### src/rtl/clk_div_sched_pkg.sv
// rtl/clk_div_sched_pkg.sv - shared types and defaults for the clock-divider scheduler
package clk_div_sched_pkg;

  localparam int NUM_CH_DEF = 4;
  localparam int CNT_W_DEF  = 8;

  typedef enum logic [1:0] {
    CH_OFF  = 2'd0,
    CH_RUN  = 2'd1,
    CH_PEND = 2'd2
  } ch_state_t;

  typedef struct packed {
    logic                 en;
    logic [CNT_W_DEF-1:0] div;
  } cfg_t;

  // A zero divisor can never produce a period, so it is folded into a stop request.
  function automatic logic req_runs(input logic en, input int unsigned div);
    return en && (div != 0);
  endfunction

endpackage

### src/rtl/clk_div_channel.sv
// rtl/clk_div_channel.sv - one divide channel: OFF/RUN/PEND state, counter, pending update, output flops
module clk_div_channel
  import clk_div_sched_pkg::*;
#(
  parameter int CNT_W = CNT_W_DEF
) (
  input  logic             clk_in,
  input  logic             rst,
  input  logic             acc_i,
  input  logic             en_i,
  input  logic [CNT_W-1:0] div_i,
  output logic             tick_o,
  output logic             clk_o,
  output logic             active_o,
  output logic             pend_o
);

  localparam logic [CNT_W-1:0] ONE = CNT_W'(1);

  ch_state_t        state_q, state_d;
  logic [CNT_W-1:0] cnt_q, cnt_d;
  logic [CNT_W-1:0] div_q, div_d;
  logic [CNT_W-1:0] pdiv_q, pdiv_d;
  logic             pen_q, pen_d;
  logic             tick_q, tick_d;
  logic             clk_q, clk_d;
  logic             active_q, active_d;
  logic             pend_q, pend_d;
  logic             wrap;
  logic             req_run;

  assign wrap    = (cnt_q == div_q - ONE);
  assign req_run = req_runs(en_i, 32'(div_i));

  always_comb begin
    state_d = state_q;
    cnt_d   = cnt_q;
    div_d   = div_q;
    pen_d   = pen_q;
    pdiv_d  = pdiv_q;
    unique case (state_q)
      CH_OFF: begin
        cnt_d = '0;
        if (acc_i && req_run) begin
          state_d = CH_RUN;
          div_d   = div_i;
        end
      end
      CH_RUN: begin
        cnt_d = wrap ? '0 : cnt_q + ONE;
        // The current period always finishes under the old divisor, even on a wrap edge.
        if (acc_i) begin
          state_d = CH_PEND;
          pen_d   = req_run;
          pdiv_d  = div_i;
        end
      end
      CH_PEND: begin
        cnt_d = wrap ? '0 : cnt_q + ONE;
        if (wrap) begin
          if (pen_q) begin
            state_d = CH_RUN;
            div_d   = pdiv_q;
          end else begin
            state_d = CH_OFF;
            div_d   = '0;
          end
          pen_d  = 1'b0;
          pdiv_d = '0;
        end
      end
      default: begin
        state_d = CH_OFF;
        cnt_d   = '0;
        div_d   = '0;
      end
    endcase
  end

  // Outputs are registered copies of what the next counter value implies.
  always_comb begin
    active_d = (state_d != CH_OFF);
    pend_d   = (state_d == CH_PEND);
    tick_d   = active_d && (cnt_d == div_d - ONE);
    clk_d    = active_d && (cnt_d < (div_d >> 1));
  end

  always_ff @(posedge clk_in or posedge rst) begin
    if (rst) begin
      state_q  <= CH_OFF;
      cnt_q    <= '0;
      div_q    <= '0;
      pen_q    <= 1'b0;
      pdiv_q   <= '0;
      tick_q   <= 1'b0;
      clk_q    <= 1'b0;
      active_q <= 1'b0;
      pend_q   <= 1'b0;
    end else begin
      state_q  <= state_d;
      cnt_q    <= cnt_d;
      div_q    <= div_d;
      pen_q    <= pen_d;
      pdiv_q   <= pdiv_d;
      tick_q   <= tick_d;
      clk_q    <= clk_d;
      active_q <= active_d;
      pend_q   <= pend_d;
    end
  end

  assign tick_o   = tick_q;
  assign clk_o    = clk_q;
  assign active_o = active_q;
  assign pend_o   = pend_q;

endmodule

### src/rtl/clk_div_sched.sv
// rtl/clk_div_sched.sv - config port decode and per-channel divider array
module clk_div_sched
  import clk_div_sched_pkg::*;
#(
  parameter  int NUM_CH = NUM_CH_DEF,
  parameter  int CNT_W  = CNT_W_DEF,
  localparam int CH_W   = (NUM_CH > 1) ? $clog2(NUM_CH) : 1
) (
  input  logic              clk_in,
  input  logic              rst,
  input  logic              cfg_valid,
  output logic              cfg_ready,
  input  logic [CH_W-1:0]   cfg_ch,
  input  logic              cfg_en,
  input  logic [CNT_W-1:0]  cfg_div,
  output logic [NUM_CH-1:0] ch_tick,
  output logic [NUM_CH-1:0] ch_clk,
  output logic [NUM_CH-1:0] ch_active,
  output logic [NUM_CH-1:0] pend
);

  logic [NUM_CH-1:0] acc;

  // A channel holding an unapplied update stalls further requests to it; unmapped ids are always ready.
  always_comb begin
    cfg_ready = 1'b1;
    for (int i = 0; i < NUM_CH; i++) begin
      if (cfg_ch == CH_W'(i)) cfg_ready = ~pend[i];
    end
  end

  for (genvar g = 0; g < NUM_CH; g++) begin : g_ch
    assign acc[g] = cfg_valid && cfg_ready && (cfg_ch == CH_W'(g));

    clk_div_channel #(
      .CNT_W (CNT_W)
    ) u_ch (
      .clk_in   (clk_in),
      .rst      (rst),
      .acc_i    (acc[g]),
      .en_i     (cfg_en),
      .div_i    (cfg_div),
      .tick_o   (ch_tick[g]),
      .clk_o    (ch_clk[g]),
      .active_o (ch_active[g]),
      .pend_o   (pend[g])
    );
  end

endmodule
### config.mk
export PLATFORM = sky130hd
export DESIGN_NAME = clk_div_sched
export DESIGN_NICKNAME = d
export VERILOG_FILES = /design/src/rtl/clk_div_sched_pkg.sv /design/src/rtl/clk_div_channel.sv /design/src/rtl/clk_div_sched.sv
export SDC_FILE = /design/constraint.sdc
export NUM_CORES = 1
export LEC_CHECK = 0
export ABC_AREA = 0
export CORE_ASPECT_RATIO = 0.8
export CORE_UTILIZATION = 39
export DETAILED_ROUTE_END_ITERATION = 12
export GPL_TIMING_DRIVEN = 0
export PLACE_DENSITY = 0.53
export SLEW_MARGIN = 30
export SYNTH_ARGS = -nofsm -noshare
export SYNTH_HDL_FRONTEND = slang
export SYNTH_SLANG_ARGS = --single-unit
### constraint.sdc
create_clock -name clk_in -period 5.76 [get_ports clk_in]
set_input_delay 1.44 -clock clk_in [delete_from_list [all_inputs] [get_ports clk_in]]
set_output_delay 1.44 -clock clk_in [all_outputs]
set_load 0.1 [all_outputs]
; ---- Word-level counts from Yosys, hierarchy flattened
; Cells that the tools add are included.
[word_totals]
reg_bits = 124
mem_count = 0
latchBits = 0
out_inout_bits = 17
ramBits = 0
wordCells = 199
rom_bits = 0
[classes]
n_addsub = 12
bitwise = 4
n_lt_le_gt_ge = 4
n_shift = 0
mul = 0
n_eq_ne = 31
mux = 72
div = 0
reduce_logical = 40
[op_table]
columns = operator, count
row1 = 2-to-1 mux 8 bit, 28
row2 = one-hot mux 8 bit (3 select lines), 4
row3 = == test 8 bit, 8
row4 = one-hot mux 8 bit (2 select lines), 4
row5 = subtractor 8 x 1 -> 8 bit (second input constant), 8
row6 = adder 8 x 1 -> 8 bit (second input constant), 4
row7 = less-than comparator 8 x 7 -> 1 bit, 4
row8 = 2-to-1 mux 2 bit, 12
row9 = one-hot mux 2 bit (3 select lines), 4
row10 = == test 2 bit (second input constant), 10
row11 = logical AND 1 bit, 18
row12 = 2-to-1 mux 1 bit, 16
row13 = != test 2 x 1 -> 1 bit (second input constant), 8
row14 = nonzero test 2 bit, 8
row15 = AND reduction 3 bit, 4
row16 = == test 2 x 1 -> 1 bit (second input constant), 5
row17 = zero test 2 bit, 5
row18 = one-hot mux 1 bit (2 select lines), 4
row19 = nonzero test 8 bit, 1
row20 = OR reduction 2 bit, 4
row21 = inverter 1 bit, 4

; ---- Depth between registers and ports, before layout
[logic_depth]
word_depth = 13
depth_mapped = 17
ltp_nobuf = 16

; ---- By module
; Synthesis repeated with hierarchy kept, for this count alone.
[unflattened]
hier_cells = 971
hier_area_um2 = 9026.2
[modules_own_cells]
columns = module, cells_per_inst, seq_area_each_um2, area_each_um2, instances
row1 = clk_div_channel (g_ch[0].u_ch ...), 232, 775.7, 2188.3, 2
row2 = clk_div_channel (g_ch[3].u_ch), 251, 775.7, 2302.2, 1
row3 = clk_div_channel (g_ch[2].u_ch), 249, 775.7, 2285.9, 1
row4 = clk_div_sched, 7, 0.0, 61.3, 1

; ---- Worst setup path before layout
; No wires, ideal clock.
[synth_timing]
path_kind = input -> output
from = input port cfg_ch[0]
to = output port cfg_ready
path_buffers = 0
path_stages = 2
path_slack_ns = 0.465
arrival_time_ns = 3.855
required_ns = 4.320
cell_sequence = mux2_2 > o21ai_0
[synth_between]
elab_chain_cells = 5
word_cells_on_any_way = 8
cone_classes = eq/ne (3) / mux (4) / reduce/logical (1)
[synth_lines]
columns = item, line_no
row1 = from (decl), clk_div_sched.sv:13  ; input logic [CH_W-1:0] cfg_ch,
row2 = zero test 2 bit, clk_div_sched.sv:28  ; if (cfg_ch == CH_W'(i)) cfg_ready = ~pend[i];
row3 = 2-to-1 mux 1 bit (3 in series), clk_div_sched.sv:28
row4 = 2-to-1 mux 1 bit *, clk_div_sched.sv:28
row5 = to (decl), clk_div_sched.sv:12  ; output logic cfg_ready,
; Every way passes the cells marked *; elsewhere a longest branch is shown, timed or not.

; ---- Worst setup path after layout
; Same ends and word-level chain as after synthesis.

==> impl.org <==
** Drt
- Vias/cell :: 5.40
- Number of iterations in the first detailed-routing pass :: 5
- The count of nets left with antenna violations once routing finished came out at 0.
- DR iter-0 viols :: 595
- Detailed-route wire length per cell :: 17.2 um
- For this block, the routed nets add up to 22.8 mm of wire.
- For this run, design rule violations remaining after detail routing come to 0.
- Total number of vias :: 7,137

** Timing
- Total count of hold-check failures in the final report :: 0
- Unrepaired setup endpoints after global routing :: false
- The final-report max-slew violation count was 0.
- Slew at the pin with the worst max-slew slack :: 983 ps
- Share of the clock period used by the worst path after layout :: 89.5%
- Setup violations remaining at the end of the flow were counted as 0.
- Minimum period implied by the final worst setup slack :: 5160 ps
- For this run, the top clock speed supported by timing is 194 MHz.
- In this run the tightest slew margin relative to its limit is 34.2%.
- Hold timing on the final database bottoms out at a slack of 485 ps.
- Post-route clock skew :: 10.0 ps

** Floorplanning
- Vertical die dimension :: 136 um
- Starting density of the core :: 40.2%
- The floorplan step defined a die boundary enclosing 23,100 um2.
- Ports placed on the boundary :: 31
- The floorplan has 48 rows.
- Std-Cell Core Area :: 21,800 um2
- Die Wd :: 170 um

** Clock tree
- Clock Sinks :: 124
- Post-CTS timing repair inserted 0 buffers for setup.
- Maximum level of the CTS H-tree :: 4
- Clock transition at path regs :: 60 ps
- The longest clock path from root to sink contains 2 buffers.
- Clock latency on the worst-skew pair, taken at its later pin, is 430 ps.
- CTS Buf Count :: 17
- TritonCTS built the clock tree.
- CTS Root Cell :: sky130_fd_sc_hd__clkbuf_16
- CTS hold repair buffers :: 0
- In this run, post-CTS repair resized a total of 0 instances.

** Placed design
- Counting tap cells, the placed design contains a total of 1,289 instances.
- Standard cell area after detailed placement :: 9400 um2
- HPWL after detailed placement :: 16.8 mm
- At the end of routability-driven placement, the weighted congestion stood at 0.842.
- Count of input and output buffers :: 22

** Synth
- Ranking of synthesized cells by area :: sky130_fd_sc_hd__dfrtp_1 35%, sky130_fd_sc_hd__ha_1 7.4%, sky130_fd_sc_hd__xnor2_1 5.6%
- In the synthesized netlist, the number of instances is 966.
- A synthesized cell averages 9.08 um2.
- By instance count, the leading cell after synthesis is sky130_fd_sc_hd__dfrtp_1.
- Number of nets produced by synthesis :: 1,032
- For this run, the register share of the synthesized area comes to 35.4%.
- The top cell type by area accounts for 35.4% of the synthesized area.
- #FFs+latches synth :: 124
- The synthesized design contains 0 enable-type register cells.
- sky130_fd_sc_hd__dfrtp_1 takes more of the synthesized area than any other cell.
- Top cells by instance count after synthesis :: 124 x sky130_fd_sc_hd__dfrtp_1, 105 x sky130_fd_sc_hd__nand2_1, 73 x sky130_fd_sc_hd__nor2_1
- Synth unique cells :: 102
- Counting flops with an async set or reset pin after synthesis yields a share of 100%.
- Predominant post-synthesis flop cell :: sky130_fd_sc_hd__dfrtp_1
- Synth warn :: 0
- Cell area after technology mapping :: 8770 um2

** Worst setup path
- List of cells traversed by the critical path :: clkdlybuf4s50_1 > mux2_2 > o21ai_0 > clkdlybuf4s50_1
- The worst setup path is launched from an input pin.
- The critical path is of the in2out type.
- STA classifies the critical path endpoint as an output pin.
- Biggest fanout along the worst timing path :: 5
- Data arrives at the worst endpoint at 3720 ps.
- Cell family with most CP delay :: buffers and inverters
- For this design, the slowest cell found on the critical path is sky130_fd_sc_hd__clkdlybuf4s50_1.
- On the worst path, the slowest cell contributes a delay of 1170 ps.
- Critical Path Most Common Cell :: sky130_fd_sc_hd__clkdlybuf4s50_1
- STA puts the critical path data required time at 4320 ps.
- For flop-to-flop paths, the worst setup slack is 1660 ps.
- Worst path buffer plus inverter count :: 2

** Cells and area
- Antenna cell count :: 0
- Number of standard cells in the layout, taps in and fillers out :: 1,321
- Cells with a size suffix above 1 make up 11.4% of the layout.
- Post-Layout Inst Area :: 9990 um2
- The final layout contains 1,074 nets.
- Area grow syn2layout :: 13.9%

** Power and ir drop
- Power Density :: 590 nW/um2
- Across the VDD grid, the largest voltage drop is 0.277 mV.
- Design Power :: 0.00589 W
- Reported leakage power :: 4.53 nW

** Global routing
- Via count of the first global-routing pass :: 6,839
- Overall track demand over capacity in global routing :: 21.1%
- Entering global routing, the biggest net connects 85 pins.
- After global routing the overflow that remains totals 0.
- First-pass GRT wire length :: 37.6 mm
- The initial antenna violation count came to 0.

** Outcome
- Result of the run :: complete, no violations

** Hold path
- The min-delay analysis places its worst path in the category reg2reg.

** Job
- Count of max-cap constraint violations :: 0
worst paths after layout:
path,start,endpoint,cells after the start
max,cfg_ch[0],cfg_ready,4
min,g_ch[3].u_ch.pen_q,g_ch[3].u_ch.pen_q,2
max reg2reg,g_ch[2].u_ch.div_q[0],g_ch[2].u_ch.tick_o,15
min reg2reg,g_ch[3].u_ch.pen_q,g_ch[3].u_ch.pen_q,2
max in group asynchronous,rst,g_ch[1].u_ch.cnt_q[0],3
min in group asynchronous,rst,g_ch[0].u_ch.div_q[0],2
cell usage in the layout (no fill, tap or decap), drive strengths merged, types with 15 or more instances in the layout:
cell / synthesis / final
dfrtp: 124 / 124
nand2: 106 / 106
nor2: 75 / 75
inv: 63 / 64
xnor2: 56 / 56
o21ai: 56 / 56
ha: 52 / 52
xor2: 45 / 45
clkbuf: 18 / 36
nand3: 33 / 33
buf: 29 / 30
a21oi: 28 / 28
clkdlybuf4s50: 0 / 22
nor3: 22 / 22
a22oi: 19 / 19
nand2b: 17 / 17
and3: 15 / 15
through the flow:
step           util (%)  TNS, ps  setup WS, ps
3_3_place_gp       43.0  -136190         -1110
3_5_place_dp       43.1        0           302
2_1_floorplan         -        0           465
5_1_grt            45.8        0           368
4_1_cts            45.8        0           580
6_report           45.8        0           604
final cells by class:
cell class | instances | area (um2)
Buffer | 47 | 279
Clock buffer | 18 | 439
Clock inverter | 14 | 146
Fill cell | 2135 | 11800
Inverter | 65 | 251
Multi-Input combinational cell | 730 | 5140
Sequential cell | 124 | 3100
Tap cell | 300 | 375
Timing Repair Buffer | 23 | 248
cell families (layout without fill, tap and decap cells):
kind of cell / Yosys count / after routing / share of synthesized area [%]
buffers and inverters: 112 / 167 / 5.96
multiplexers: 9 / 9 / 1.10
flip-flops: 124 / 124 / 35.4
AO/OA/AOI/OAI: 228 / 228 / 20.3
adder cells (fa/ha/maj): 52 / 52 / 7.42
XOR/XNOR: 101 / 101 / 10.1
AND/OR/NAND/NOR: 340 / 340 / 19.7
report_power, final:
part,switching (W),internal [W],total [W]
registers,0.000285,0.00116,0.00145
logic,0.00203,0.00133,0.00336
clock network,0.000437,0.000648,0.00108
worst min-delay path: cells and delay by family, from the launching register on:
kind,cells,cell delay [ps]
simple gates,1,50
compound gates,1,60
flops,1,340
registers in the layout (all words and copies together), names as in the netlist:
signal,flops
g_ch.u_ch.div_q,32
g_ch.u_ch.pdiv_q,32
g_ch.u_ch.state_q,8
g_ch.u_ch.active_o,4
g_ch.u_ch.clk_o,4
g_ch.u_ch.pen_q,4
g_ch.u_ch.pend_o,4
g_ch.u_ch.tick_o,4
g_ch.u_ch.cnt_q,32
metal layers:
| metal | up-vias | wire length [um] | track usage (%) |
|---|---|---|---|
| met5 | - | 0 | 0 |
| met2 | 156 | 9770 | 30.8 |
| li1 | 3528 | - | - |
| met4 | 0 | 299 | 6.06 |
| met3 | 25 | 998 | 3.78 |
| met1 | 3428 | 11700 | 31.4 |
Note: power is estimated with default switching activity, not from simulation.
